`src/rtl/spi_pkg.sv`:
```
// Shared SPI definitions: frame state encoding, default idle word and
// helpers that turn CPOL/CPHA into concrete rising/falling edge roles.
package spi_pkg;

    typedef enum logic [0:0] {
        ST_IDLE   = 1'b0,
        ST_ACTIVE = 1'b1
    } spi_state_e;

    // Word shifted out when nothing was queued; sliced to the word width by users.
    localparam logic [63:0] SPI_IDLE_WORD_ALL_ONES = 64'hFFFF_FFFF_FFFF_FFFF;

    // The leading edge is the transition away from the idle level.
    function automatic logic spi_leading_is_rise(input logic cpol);
        return ~cpol;
    endfunction

    // CPHA=0 samples on the leading edge, CPHA=1 on the trailing edge.
    function automatic logic spi_sample_on_rise(input logic cpol, input logic cpha);
        return cpha ? ~spi_leading_is_rise(cpol) : spi_leading_is_rise(cpol);
    endfunction

endpackage

```
`src/rtl/spi_slave_if.sv`:
```
// Parallel-side handshake of the SPI responder: TX buffer write port and
// RX word / status outputs.
interface spi_slave_if #(
    parameter int DATA_BITS = 8
) ();

    logic                 spi_en;
    logic [DATA_BITS-1:0] data_in;
    logic                 ready_out;
    logic                 valid_out;
    logic [DATA_BITS-1:0] data_out;
    logic                 underrun;

    // Responder side.
    modport slave (
        input  spi_en,
        input  data_in,
        output ready_out,
        output valid_out,
        output data_out,
        output underrun
    );

    // User logic side.
    modport master (
        output spi_en,
        output data_in,
        input  ready_out,
        input  valid_out,
        input  data_out,
        input  underrun
    );

endinterface

```
`src/rtl/spi_pin_sync.sv`:
```
// Two-flop synchroniser for one asynchronous SPI pin, followed by a
// previous-value stage and registered rise/fall pulses. Edges are held off
// until the pipeline has been refilled with real pin values after reset, so
// a pin that is already at its non-reset level does not look like an edge.
module spi_pin_sync #(
    parameter logic RESET_VAL = 1'b0
) (
    input  logic clk,
    input  logic rst,
    input  logic pin_i,
    output logic level_o,
    output logic rise_o,
    output logic fall_o
);

    logic       sync1_q, sync1_d;
    logic       sync2_q, sync2_d;
    logic       prev_q,  prev_d;
    logic       rise_q,  rise_d;
    logic       fall_q,  fall_d;
    logic [1:0] fill_q,  fill_d;

    // Next-state for the synchroniser chain and edge pulses.
    always_comb begin
        sync1_d = pin_i;
        sync2_d = sync1_q;
        prev_d  = sync2_q;
        if (fill_q == 2'd3) begin
            fill_d = fill_q;
            rise_d = sync2_q & ~prev_q;
            fall_d = ~sync2_q & prev_q;
        end else begin
            fill_d = fill_q + 2'd1;
            rise_d = 1'b0;
            fall_d = 1'b0;
        end
    end

    // Synchroniser, compare stage and pulse registers.
    always_ff @(posedge clk) begin
        if (rst) begin
            sync1_q <= RESET_VAL;
            sync2_q <= RESET_VAL;
            prev_q  <= RESET_VAL;
            rise_q  <= 1'b0;
            fall_q  <= 1'b0;
            fill_q  <= 2'd0;
        end else begin
            sync1_q <= sync1_d;
            sync2_q <= sync2_d;
            prev_q  <= prev_d;
            rise_q  <= rise_d;
            fall_q  <= fall_d;
            fill_q  <= fill_d;
        end
    end

    // Level is taken from the compare stage so it lines up with the pulses.
    assign level_o = prev_q;
    assign rise_o  = rise_q;
    assign fall_o  = fall_q;

endmodule

```
`src/rtl/spi_slave.sv`:
```
// SPI responder. Oversamples SCK/SS/MOSI in the clk domain, deserialises
// MOSI into words with a valid pulse and serialises a one-word TX buffer
// onto MISO. An empty buffer at a word load sends IDLE_WORD and pulses
// underrun.
module spi_slave
    import spi_pkg::*;
#(
    parameter int                   DATA_BITS = 8,
    parameter logic                 CPOL      = 1'b0,
    parameter logic                 CPHA      = 1'b0,
    parameter logic                 LSBF      = 1'b0,
    parameter logic [DATA_BITS-1:0] IDLE_WORD = SPI_IDLE_WORD_ALL_ONES[DATA_BITS-1:0]
) (
    input  logic       clk,
    input  logic       rst,
    input  logic       SCK,
    input  logic       SS,
    input  logic       MOSI,
    output logic       MISO,
    output logic       miso_oe,
    spi_slave_if.slave bus
);

    localparam int                CW             = (DATA_BITS > 1) ? $clog2(DATA_BITS) : 1;
    localparam logic [CW-1:0]     LAST_BIT       = CW'(DATA_BITS - 1);
    localparam logic              SAMPLE_ON_RISE = spi_sample_on_rise(CPOL, CPHA);

    // Insert one received bit at the end opposite to the bit order.
    function automatic logic [DATA_BITS-1:0] rx_shift(input logic [DATA_BITS-1:0] sr,
                                                      input logic                 bit_in);
        logic [DATA_BITS-1:0] r;
        if (LSBF) begin
            r = {bit_in, sr[DATA_BITS-1:1]};
        end else begin
            r = {sr[DATA_BITS-2:0], bit_in};
        end
        return r;
    endfunction

    // Advance the transmit register so the next bit reaches the output end.
    function automatic logic [DATA_BITS-1:0] tx_shift(input logic [DATA_BITS-1:0] sr);
        logic [DATA_BITS-1:0] r;
        if (LSBF) begin
            r = {1'b0, sr[DATA_BITS-1:1]};
        end else begin
            r = {sr[DATA_BITS-2:0], 1'b0};
        end
        return r;
    endfunction

    // Bit currently presented on MISO for a given transmit register.
    function automatic logic tx_out_bit(input logic [DATA_BITS-1:0] sr);
        return LSBF ? sr[0] : sr[DATA_BITS-1];
    endfunction

    // Synchronised pin views.
    logic sck_rise_s, sck_fall_s, sck_level_unused;
    logic ss_rise_s,  ss_fall_s,  ss_level_unused;
    logic mosi_s,     mosi_rise_unused, mosi_fall_unused;
    logic sample_s,   shift_s,    load_s;

    spi_pin_sync #(.RESET_VAL(CPOL)) u_sync_sck (
        .clk     (clk),
        .rst     (rst),
        .pin_i   (SCK),
        .level_o (sck_level_unused),
        .rise_o  (sck_rise_s),
        .fall_o  (sck_fall_s)
    );

    spi_pin_sync #(.RESET_VAL(1'b1)) u_sync_ss (
        .clk     (clk),
        .rst     (rst),
        .pin_i   (SS),
        .level_o (ss_level_unused),
        .rise_o  (ss_rise_s),
        .fall_o  (ss_fall_s)
    );

    spi_pin_sync #(.RESET_VAL(1'b0)) u_sync_mosi (
        .clk     (clk),
        .rst     (rst),
        .pin_i   (MOSI),
        .level_o (mosi_s),
        .rise_o  (mosi_rise_unused),
        .fall_o  (mosi_fall_unused)
    );

    assign sample_s = SAMPLE_ON_RISE ? sck_rise_s : sck_fall_s;
    assign shift_s  = SAMPLE_ON_RISE ? sck_fall_s : sck_rise_s;

    spi_state_e           state_q,        state_d;
    logic [CW-1:0]        bit_cnt_q,      bit_cnt_d;
    logic [DATA_BITS-1:0] rx_sr_q,        rx_sr_d;
    logic [DATA_BITS-1:0] tx_sr_q,        tx_sr_d;
    logic                 load_pending_q, load_pending_d;
    logic [DATA_BITS-1:0] data_out_q,     data_out_d;
    logic                 valid_q,        valid_d;
    logic                 underrun_q,     underrun_d;
    logic [DATA_BITS-1:0] buf_q,          buf_d;
    logic                 ready_q,        ready_d;
    logic                 miso_q,         miso_d;
    logic                 miso_oe_q,      miso_oe_d;

    // Frame FSM, shift registers, TX buffer and output next-state.
    always_comb begin
        state_d        = state_q;
        bit_cnt_d      = bit_cnt_q;
        rx_sr_d        = rx_sr_q;
        tx_sr_d        = tx_sr_q;
        load_pending_d = load_pending_q;
        data_out_d     = data_out_q;
        valid_d        = 1'b0;
        underrun_d     = 1'b0;
        buf_d          = buf_q;
        ready_d        = ready_q;
        load_s         = 1'b0;

        case (state_q)
            ST_IDLE: begin
                bit_cnt_d      = '0;
                load_pending_d = 1'b0;
                if (ss_fall_s) begin
                    state_d = ST_ACTIVE;
                    // With CPHA=1 the first bit is driven on the first leading edge.
                    if (CPHA) begin
                        load_pending_d = 1'b1;
                    end else begin
                        load_s = 1'b1;
                    end
                end else begin
                    state_d = ST_IDLE;
                end
            end
            ST_ACTIVE: begin
                if (ss_rise_s) begin
                    // Abort: partial words are dropped, the TX buffer survives.
                    state_d        = ST_IDLE;
                    bit_cnt_d      = '0;
                    load_pending_d = 1'b0;
                    rx_sr_d        = '0;
                    tx_sr_d        = '0;
                end else if (sample_s) begin
                    rx_sr_d = rx_shift(rx_sr_q, mosi_s);
                    if (bit_cnt_q == LAST_BIT) begin
                        data_out_d     = rx_sr_d;
                        valid_d        = 1'b1;
                        bit_cnt_d      = '0;
                        load_pending_d = 1'b1;
                    end else begin
                        bit_cnt_d = bit_cnt_q + CW'(1);
                    end
                end else if (shift_s) begin
                    if (load_pending_q) begin
                        load_s         = 1'b1;
                        load_pending_d = 1'b0;
                    end else begin
                        tx_sr_d = tx_shift(tx_sr_q);
                    end
                end else begin
                    state_d = ST_ACTIVE;
                end
            end
            default: begin
                state_d        = ST_IDLE;
                bit_cnt_d      = '0;
                load_pending_d = 1'b0;
            end
        endcase

        // Word load: take the buffer if full, otherwise the idle word.
        if (load_s) begin
            if (!ready_q) begin
                tx_sr_d = buf_q;
                ready_d = 1'b1;
            end else begin
                tx_sr_d    = IDLE_WORD;
                underrun_d = 1'b1;
            end
        end else begin
            ready_d = ready_q;
        end

        // A write is accepted only into an empty buffer; it may coincide with
        // an idle-word load and is still stored.
        if (bus.spi_en && ready_q) begin
            buf_d   = bus.data_in;
            ready_d = 1'b0;
        end else begin
            buf_d = buf_q;
        end

        miso_d    = tx_out_bit(tx_sr_d);
        miso_oe_d = (state_d == ST_ACTIVE);
    end

    // State and output registers with synchronous reset.
    always_ff @(posedge clk) begin
        if (rst) begin
            state_q        <= ST_IDLE;
            bit_cnt_q      <= '0;
            rx_sr_q        <= '0;
            tx_sr_q        <= '0;
            load_pending_q <= 1'b0;
            data_out_q     <= '0;
            valid_q        <= 1'b0;
            underrun_q     <= 1'b0;
            buf_q          <= '0;
            ready_q        <= 1'b1;
            miso_q         <= 1'b0;
            miso_oe_q      <= 1'b0;
        end else begin
            state_q        <= state_d;
            bit_cnt_q      <= bit_cnt_d;
            rx_sr_q        <= rx_sr_d;
            tx_sr_q        <= tx_sr_d;
            load_pending_q <= load_pending_d;
            data_out_q     <= data_out_d;
            valid_q        <= valid_d;
            underrun_q     <= underrun_d;
            buf_q          <= buf_d;
            ready_q        <= ready_d;
            miso_q         <= miso_d;
            miso_oe_q      <= miso_oe_d;
        end
    end

    assign MISO          = miso_q;
    assign miso_oe       = miso_oe_q;
    assign bus.ready_out = ready_q;
    assign bus.valid_out = valid_q;
    assign bus.data_out  = data_out_q;
    assign bus.underrun  = underrun_q;

endmodule

```
`src/flat_wrapper.sv`:
```
// flat-port wrapper written by rule: the top's interface ports become plain ports
module spi_slave_flat import spi_pkg::*;
#(
    parameter int                   DATA_BITS = 8,
    parameter logic                 CPOL      = 1'b0,
    parameter logic                 CPHA      = 1'b0,
    parameter logic                 LSBF      = 1'b0,
    parameter logic [DATA_BITS-1:0] IDLE_WORD = SPI_IDLE_WORD_ALL_ONES[DATA_BITS-1:0]
)
  (clk, rst, SCK, SS, MOSI, MISO, miso_oe, bus_spi_en, bus_data_in, bus_ready_out, bus_valid_out, bus_data_out, bus_underrun);
  spi_slave_if #(.DATA_BITS(DATA_BITS)) bus_i ();
  input  logic clk;
  input  logic rst;
  input  logic SCK;
  input  logic SS;
  input  logic MOSI;
  output logic MISO;
  output logic miso_oe;
  input wire logic [$bits(bus_i.spi_en)-1:0] bus_spi_en;
  input wire logic [$bits(bus_i.data_in)-1:0] bus_data_in;
  output wire logic [$bits(bus_i.ready_out)-1:0] bus_ready_out;
  output wire logic [$bits(bus_i.valid_out)-1:0] bus_valid_out;
  output wire logic [$bits(bus_i.data_out)-1:0] bus_data_out;
  output wire logic [$bits(bus_i.underrun)-1:0] bus_underrun;
  assign bus_i.spi_en = bus_spi_en;
  assign bus_i.data_in = bus_data_in;
  assign bus_ready_out = bus_i.ready_out;
  assign bus_valid_out = bus_i.valid_out;
  assign bus_data_out = bus_i.data_out;
  assign bus_underrun = bus_i.underrun;
  spi_slave #(.DATA_BITS(DATA_BITS), .CPOL(CPOL), .CPHA(CPHA), .LSBF(LSBF), .IDLE_WORD(IDLE_WORD)) u_core (.clk(clk), .rst(rst), .SCK(SCK), .SS(SS), .MOSI(MOSI), .MISO(MISO), .miso_oe(miso_oe), .bus(bus_i));
endmodule
```
`config.mk`:
```
export PLATFORM = sky130hd
export DESIGN_NAME = spi_slave_flat
export DESIGN_NICKNAME = d
export VERILOG_FILES = /design/src/rtl/spi_pkg.sv /design/src/rtl/spi_slave_if.sv /design/src/rtl/spi_pin_sync.sv /design/src/rtl/spi_slave.sv /design/src/flat_wrapper.sv
export SDC_FILE = /design/constraint.sdc
export NUM_CORES = 1
export LEC_CHECK = 0
export BUFFER_PORTS_ARGS = -buffer_cell sky130_fd_sc_hd__buf_2
export CAP_MARGIN = 20
export CORE_ASPECT_RATIO = 0.7
export CORE_UTILIZATION = 29
export CTS_CLUSTER_DIAMETER = 200
export CTS_CLUSTER_SIZE = 40
export DETAILED_ROUTE_END_ITERATION = 8
export GPL_TIMING_DRIVEN = 0
export PLACE_DENSITY = 0.53
export SETUP_SLACK_MARGIN = 0.3
export SLEW_MARGIN = 20
export SYNTH_ARGS = -nofsm -noshare
export SYNTH_HDL_FRONTEND = slang
export SYNTH_SLANG_ARGS = --single-unit
```
`constraint.sdc`:
```
create_clock -name clk -period 1.65 [get_ports clk]
set_clock_uncertainty 0.05 [all_clocks]
set_input_delay 0.33 -clock clk [delete_from_list [all_inputs] [get_ports clk]]
set_output_delay 0.33 -clock clk [all_outputs]
set_load 0.02 [all_outputs]
```
==> impl_results.md <==
- PortBufs: 25
- Clock power share: 0.331
- Top cells by area, synth: dfxtp_1 (55%), nand2_1 (7.7%), a21oi_1 (4.7%)
- # rows: 25
- Core area: around 6800 µm²
- DRC Markers: 0
- Number of I/O pins: 27
- Initial core utilization: 0.300
- Die Ht: 72.2 µm
- Synth-to-layout area growth: 22.0%
- Die width: ~100 µm
- Area leader, netlist: dfxtp_1
- Fin. Hold Viols: 0
- Htree depth: 2
- GR Util All Layers: 0.121
- Pins over their slew limit: 0
- Pleak: between 0.9 and 1 nW
- Finished Core Util: 0.366
- Clk root buf: clkbuf_8
- Crit path launch type: register
- CTS Buf Count: 5
- Synthesized flop and latch total: 56
- Post-synthesis average cell area: 9.40 µm²
- Cell Pwr Density: about 950 nW/µm²
- Max Cap Viol: 0
- Post-CTS Hold Fix Bufs: 0
- Gr ovfl total: 0
- Final setup fails: 0
- Worst Hold Class: input pin to register
- Routed WL: 3980 µm
- Post-synthesis sequential area ratio: 0.550
- CP Class: register to register
- Tmin final: approximately 1400 ps
- Sw Ratio: 0.237
- CTS Sinks: 56
- Clock Tree Buf Depth: 2
- Sequential share of power: 0.600
- Mapped Cells: around 220
- RSZ-0062 raised after global routing: yes
- Critical Path AT: approximately 1600 ps
- Routed len/inst: between 10 and 15 µm
- Power, Total: roughly 0.0024 W
- Antenna-violating nets left: 0
- NetSw: around 0.00056 W
- Vias post-DR: between 1500 and 2000
- Peak VDD IR: about 0.00035 V
- Combinational Power Share: 0.068
- RePlAce Congestion: ~0.73
- Synth warnings: 0
- First-pass GRT wire length: just under 7000 µm
- Diode count: 0
- Setup TNS: 0 ps
- Crit Path Max Fanout: 9
- Most frequent cells in the layout: dfxtp_1 (51), nand2_1 (39), buf_2 (25), nor2_1 (21), a21oi_1 (19)
- CTS clk-pin slew, worst paths: 100 ps
- CP endpoint kind: register
- Period utilization: 0.861
- Worst slew pin tran: approximately 580 ps
- DRT Pass-1 Iters: 4
- Fmax: 704 MHz
- Commonest non-fill, non-tap cell in the layout: dfxtp_1
- Layout cells sized above 1: 0.239
- Int Power: ~0.0018 W
- Detail Placement HPWL: 2760 µm
- Synth top area share: 0.550
- # nets final: roughly 270
- Final Instance Area: around 2500 µm²
- DRT iter0 DRCs: 71
- Initial antenna violation count: 0
- Worst-Skew Late Latency: 310 ps
- TritonCTS clock tree: yes
- Post-Syn Area: around 2000 µm²
- Largest net degree at the start of global routing: 18
- Die area: between 7000 and 8000 µm²
- Hold WS: approximately 140 ps
- Status: finished, final reports clean
- Max_slew headroom: 0.612
- Vias/cell: ~4.4
- Vias in the first global route: roughly 1400
- Crit path required time: around 1800 ps
- Mapped Nets: approximately 240
- Placed inst area: 2290 µm²
- Yosys cell types: 28
-- per-stage QoR --
stage	std cells	setup WS, ps
2_1_floorplan	217	304
3_3_place_gp	336	105
3_5_place_dp	336	92.9
4_1_cts	348	221
5_1_grt	349	145
6_report	349	230
-- metal layers --
| metal | vias to the layer above | track usage | part of all wire |
|---|---|---|---|
| met1 | 702 | 0.174 | 0.53 |
| met2 | 32 | 0.170 | 0.40 |
| met4 | 0 | 0.0333 | 0.012 |
| met5 | - | 0 | 0 |
| met3 | 5 | 0.0424 | 0.055 |
| li1 | 813 | - | - |
-- final timing paths --
check / start / to / slack [ps] / cells past startpoint
worst max register to register: u_core.miso_oe / u_core.tx_sr_q[5] / 230 / 5
worst min-delay path: SS / u_core.u_sync_ss.sync1_q / 140 / 2
worst max-delay path: u_core.miso_oe / u_core.tx_sr_q[5] / 230 / 5
worst min register to register: u_core.u_sync_ss.level_o / u_core.u_sync_ss.rise_o / 360 / 1
-- cell type report --
| type | count | area, µm² |
|---|---|---|
| clock inverter | 2 | 15.0 |
| clock buffer | 6 | 82.6 |
| timing repair buffer | 30 | 163 |
| buffer | 12 | 71.3 |
| multi-input combinational | 149 | 908 |
| tap | 94 | 118 |
| sequential | 56 | 1130 |
| fill | 719 | 4300 |
-- power groups by stage --
stage,registers (W),logic [W],clock network (W)
6_report,0.00142,0.000162,0.000785
5_1_grt,0.00143,0.000189,0.000887
4_1_cts,0.00142,0.000165,0.000819
3_5_place_dp,0.00146,0.000161,0
3_3_place_gp,0.00146,0.000157,0
2_1_floorplan,0.00145,0.000113,0
-- critical path: stages (launching register included) --
cell and delay (ps):
dfxtp_4 440, nor2b_2 70, a311oi_4 270, buf_4 170, nand2_1 80, a311oi_1 250
-- Yosys cell counts --
cell	number
mux2i_1	5
buf_4	2
a22oi_1	7
and3b_1	3
o22a_2	1
and2_1	2
o21ai_4	1
buf_2	2
nor3_1	4
nor4bb_1	2
nor2b_1	7
a21oi_1	19
o21ai_1	3
ha_1	4
a311oi_1	7
nand3_1	1
clkbuf_1	8
nand3b_1	1
nand2_1	42
a311oi_4	1
nor2b_2	2
nand2b_2	1
xor2_1	2
nor2_1	21
or2_1	3
o21ai_0	8
dfxtp_1	56
nand2b_1	2
-- flip-flops by register name, summed over array words and instances (netlist names), 2 cells and up --
signal,flops
u_core.rx_sr_q,7
u_core.u_sync_ss.fill_q,2
u_core.bus.data_out,8
u_core.bit_cnt_q,3
u_core.u_sync_sck.fill_q,2
u_core.buf_q,8
u_core.tx_sr_q,7
-- logic make-up after synthesis --
kind of cell,after synthesis,share of synthesized area
compound gates,47,0.155
xor+xnor,2,0.00859
fa+ha+maj,4,0.0245
buf+inv,12,0.0270
flops,56,0.550
mux,5,0.0245
simple gates,91,0.210
-- what timing repair did --
action / in CTS / in global routing
setup endpoints to repair: 18 / 25
pin swaps: 5 / 5
setup buffers: 4 / 1
gates resized for setup: 14 / 11
(Power assumes the default switching activity.)
